==> config.mk <==
export PLATFORM = sky130hd
export DESIGN_NAME = operand_loader
export DESIGN_NICKNAME = d
export VERILOG_FILES = /design/src/rtl/operand_loader.sv
export SDC_FILE = /design/constraint.sdc
export NUM_CORES = 1
export LEC_CHECK = 0
export ABC_AREA = 0
export CAP_MARGIN = 10
export CORE_MARGIN = 2
export CORE_UTILIZATION = 50
export CTS_BUF_LIST = sky130_fd_sc_hd__clkbuf_16
export DETAILED_ROUTE_END_ITERATION = 6
export PLACE_DENSITY = 0.77
export RECOVER_POWER = 50
export SETUP_SLACK_MARGIN = 0.2
export SLEW_MARGIN = 20
export SYNTH_ARGS = -nofsm -noshare
export SYNTH_HDL_FRONTEND = slang
export SYNTH_SLANG_ARGS = --single-unit
==> constraint.sdc <==
create_clock -name clk -period 2.3 [get_ports clk]
set_clock_uncertainty 0.15 [all_clocks]
set_input_delay 0.46 -clock clk [delete_from_list [all_inputs] [get_ports clk]]
set_output_delay 0.46 -clock clk [all_outputs]
set_load 0.01 [all_outputs]
==> src/rtl/operand_loader.sv <==
// Operand entry stage: debounced pushbutton steps through loading A, B and carry-in
// from the board switches and holds them on registered outputs for the adder.
module operand_loader #(
    parameter int WIDTH           = 8,
    parameter int DEBOUNCE_CYCLES = 500000
) (
    input  logic             clk,
    input  logic             rst_n,
    input  logic [WIDTH-1:0] sw,
    input  logic             cin_sw,
    input  logic             key_n,
    output logic [WIDTH-1:0] a,
    output logic [WIDTH-1:0] b,
    output logic             cin,
    output logic             operands_valid,
    output logic [1:0]       phase,
    output logic             load_pulse
);
    // state   | meaning
    // LOAD_A  | waiting for press to capture operand A
    // LOAD_B  | waiting for press to capture operand B and carry-in
    // SHOW    | complete operand set held, next press restarts
    // ILLEGAL | unreachable, recovers to LOAD_A without capture
    typedef enum logic [1:0] {
        LOAD_A  = 2'b00,
        LOAD_B  = 2'b01,
        SHOW    = 2'b10,
        ILLEGAL = 2'b11
    } state_t;

    localparam int CNT_W = $clog2(DEBOUNCE_CYCLES);
    localparam logic [CNT_W-1:0] CNT_LAST = CNT_W'(DEBOUNCE_CYCLES - 1);

    logic [1:0]       sync_q;
    logic             key_s;
    logic             key_db;
    logic [CNT_W-1:0] cnt;
    logic             press;

    state_t           state, state_nx;
    logic [WIDTH-1:0] a_nx, b_nx;
    logic             cin_nx, valid_nx, pulse_nx;

    assign key_s = sync_q[1];

    // press is raised on the same edge the debounced level falls, so it is a
    // single-cycle event no matter how long the key stays down
    always_ff @(posedge clk) begin
        if (!rst_n) begin
            sync_q <= 2'b11;
            key_db <= 1'b1;
            cnt    <= '0;
            press  <= 1'b0;
        end else begin
            sync_q <= {sync_q[0], key_n};
            press  <= 1'b0;
            if (key_s == key_db) begin
                cnt <= '0;
            end else if (cnt == CNT_LAST) begin
                key_db <= key_s;
                cnt    <= '0;
                press  <= ~key_s;
            end else begin
                cnt <= cnt + 1'b1;
            end
        end
    end

    always_ff @(posedge clk) begin
        if (!rst_n) begin
            state          <= LOAD_A;
            a              <= '0;
            b              <= '0;
            cin            <= 1'b0;
            operands_valid <= 1'b0;
            load_pulse     <= 1'b0;
        end else begin
            state          <= state_nx;
            a              <= a_nx;
            b              <= b_nx;
            cin            <= cin_nx;
            operands_valid <= valid_nx;
            load_pulse     <= pulse_nx;
        end
    end

    always_comb begin
        state_nx = state;
        case (state)
            LOAD_A:  if (press) state_nx = LOAD_B;
            LOAD_B:  if (press) state_nx = SHOW;
            SHOW:    if (press) state_nx = LOAD_A;
            default: state_nx = LOAD_A;
        endcase
    end

    always_comb begin
        a_nx     = a;
        b_nx     = b;
        cin_nx   = cin;
        valid_nx = 1'b0;
        pulse_nx = 1'b0;
        case (state)
            LOAD_A: begin
                if (press) begin
                    a_nx     = sw;
                    pulse_nx = 1'b1;
                end
            end
            LOAD_B: begin
                if (press) begin
                    b_nx     = sw;
                    cin_nx   = cin_sw;
                    valid_nx = 1'b1;
                    pulse_nx = 1'b1;
                end
            end
            SHOW:    valid_nx = ~press;
            default: valid_nx = 1'b0;
        endcase
    end

    assign phase = state;

endmodule

==> metrics list <==
* Outcome: finished clean
* Number of synthesized flops with an enable pin: 0
- Post-Synthesis Net Count: 203
- After layout, the worst setup slack is 299.4 ps.
- Area grow syn2layout: 26.79%
* Non-Filler Instances: 267
- Cell type with the highest aggregate area in the netlist: sky130_fd_sc_hd__dfxtp_1
- The initial antenna violation count came to 0.
- Across every metal layer, demand over resource in global routing totals 20.10%.
* Via count of the first global-routing pass: 1,349
* Summed negative setup slack over all endpoints: 0 ps
- Wirelength per Cell: 13.88 µm
- RSZ-0062 raised after global routing: false
- Starting DRT DRC Count: 131
- The first detailed-routing pass took 4 iterations.
* Final count of pins violating max slew: 0
* CTS tree: done
* Die footprint: 3982 µm²
- Worst IR Drop VDD: 0.4087 mV
- Number of top-level design ports: 33
- Of all nets on the critical path, the largest fanout is 7.
* Layout cell share with drive strength beyond 1: 5.882%
- Count of unresolved DRC violations after routing: 0
- Crit. End Element: register
* GP Congestion: 0.7968
* Cell count after synthesis: 190
- Wire length of the first global-routing pass: 6203 µm
* Worst setup slack before clock tree synthesis: 178.7 ps
- Buffers added to address setup during post-CTS repair amount to 0.
- Tmin final: 2001 ps
- Diodes inserted: 0
* Starting density of the core: 52.34%
* Standard cell core area: 3337 µm²
- Flip-flop cell with the highest count after synthesis: sky130_fd_sc_hd__dfxtp_1
* Path type of the worst setup path: reg2reg
* Path type of the worst min-delay path: reg2reg
* Synth top area cells: sky130_fd_sc_hd__dfxtp_1 50%, sky130_fd_sc_hd__xor2_1 5.0%, sky130_fd_sc_hd__a21oi_1 4.9%
- The tree is rooted in a sky130_fd_sc_hd__clkbuf_16.
* Worst-Margin Slew: 583.4 ps
- The share of synthesized area in the top cell type comes to 50.43%.
- Setup violations remaining at the end of the flow were counted as 0.
- Of all flip-flops after synthesis, the portion carrying an async set or reset was 0%.
- Detailed Route WL: 3705 µm
- After legalization and detailed placement, the total HPWL measured 2569 µm.
- Including well taps, the total number of placed cells is 260.
- Leading cell type by number of instances after synthesis: sky130_fd_sc_hd__dfxtp_1
- Share of the core filled with cells: 66.37%
- The final critical path takes up 86.98% of the cycle.
* Synthesized area divided by synthesized cell count: 9.193 µm²
- Number of nets at the end of the flow: 234
- Clock Sink Count: 44
- Synthesized flop and latch total: 44
- Global routing finished with a remaining overflow of 0.
- Final-layout fill cell count: 283
* Overall power of the completed layout: 1.444 mW
- Clock buffers created by TritonCTS: 5
- Via count: 1,493
- Port Buf Inserts: 32
* Critical Path RT: 2360 ps
* Number of distinct library cells after synthesis: 31
- Achievable frequency: 499.8 MHz
- Using the TritonRoute via totals, the vias-per-cell ratio works out to 5.592.
- Summing the sequential cell areas from Yosys gives 50.43% of the chip area.
* Top post-synthesis cells by count: 44 x sky130_fd_sc_hd__dfxtp_1, 21 x sky130_fd_sc_hd__nor2_1, 17 x sky130_fd_sc_hd__a21oi_1, 16 x sky130_fd_sc_hd__nand2_1, 16 x sky130_fd_sc_hd__nand3_1
* ANT nets after route: 0
- Leakage power total: 0.7505 nW
- Measured against its own limit, the worst slew margin works out to 61.06%.
* Arrival time at the worst endpoint: 2060 ps
* Power density cells: 652.2 nW/µm²
* Row cnt: 21
- Entering global routing, the biggest net connects 21 pins.
- After clock tree synthesis, the clock-pin slew on the worst setup and hold paths is 60 ps.
* Final Hold Vio Count: 0
* MaxCap Viol Count: 0
* Die Width: 63.11 µm
* Synthesized cell area: 1747 µm²
* Clk_lat worst skew: 280 ps
- STA classifies the critical path startpoint as a register.
- No sink is reached through more buffers than the 2 on the longest clock path.
- CTS built an H-tree with a depth of 2.
* Warnings from Yosys: 0
- The die is 63.11 µm tall.
-- per-stage QoR --
| step | area (µm²) | hold slack (ps) |
|---|---|---|
| 6_report | 2215 | 271.2 |
| 5_1_grt | 2215 | 288.7 |
| 4_1_cts | 2231 | 271.7 |
| 3_5_place_dp | 2095 | 257.1 |
| 3_3_place_gp | 2095 | 248.9 |
| 2_1_floorplan | 1747 | 236.3 |
-- registers in the layout (all words and copies together) (netlist names) --
signal / count
press: 1
a: 8
load_pulse: 1
operands_valid: 1
cnt: 19
sync_q: 2
b: 8
key_db: 1
phase: 2
cin: 1
-- layout by cell type, fill, tap and decap left out, drive strengths merged, types with 4 or more instances in the layout --
cell and n:
dfxtp 44, clkdlybuf4s50 26, nor2 21, a21oi 17
nand2 16, nand3 16, xor2 10, mux2i 8
nand4 7, dlygate4sd3 6, clkbuf 6, inv 5
and4 5, o21ai 4
-- per-layer routing --
| metal | wire, µm | part of all wire [%] | GRT usage, % |
|---|---|---|---|
| met3 | 199 | 5.4 | 6.607 |
| met5 | 0 | 0 | 0 |
| met2 | 1885 | 51 | 33.78 |
| met4 | 56 | 1.5 | 7.500 |
| met1 | 1564 | 42 | 23.78 |
-- report_power, final --
group          switching, mW  internal, mW
clock                  0.255         0.389
combinational         0.0153        0.0189
sequential           0.00137         0.765
total                  0.272          1.17
-- path summary, 6_finish.rpt --
check                           startpoint  cells past startpoint  slack (ps)         to
worst max-delay path                cnt[0]                      5         300    cnt[18]
worst min-delay path             sync_q[0]                      1         270  sync_q[1]
worst max register to register      cnt[0]                      5         300    cnt[18]
worst min register to register   sync_q[0]                      1         270  sync_q[1]
-- critical path, cell delays in order (launching register included) --
cell	delay, ps
sky130_fd_sc_hd__dfxtp_1	370
sky130_fd_sc_hd__ha_1	240
sky130_fd_sc_hd__and4_4	300
sky130_fd_sc_hd__nand4_1	190
sky130_fd_sc_hd__or4_1	550
sky130_fd_sc_hd__a21oi_1	150
-- what timing repair did --
action	CTS	global route
gates cloned	0	0
hold endpoints to repair	0	0
hold buffers	0	0
endpoints found under the setup margin	13	4
resized for setup	2	2
-- layout make-up --
class / count / area (µm²) / share of cell area, %
Multi-Input combinational cell: 131 / 787.0 / 35.54
Inverter: 4 / 15.01 / 0.6780
Clock buffer: 5 / 125.1 / 5.650
Sequential cell: 44 / 882.1 / 39.83
Timing Repair Buffer: 35 / 339.1 / 15.31
Clock inverter: 2 / 8.758 / 0.3955
Tap cell: 46 / 57.56 / 2.599
-- kinds of logic after synthesis --
logic type / count (synthesis) / synth area share (%)
simple gates: 84 / 26.15
flops: 44 / 50.43
compound gates: 25 / 7.736
buf+inv: 15 / 3.867
xor+xnor: 13 / 6.519
mux: 8 / 4.585
fa+ha+maj: 1 / 0.7162
Note: power is estimated with default switching activity, not from simulation.
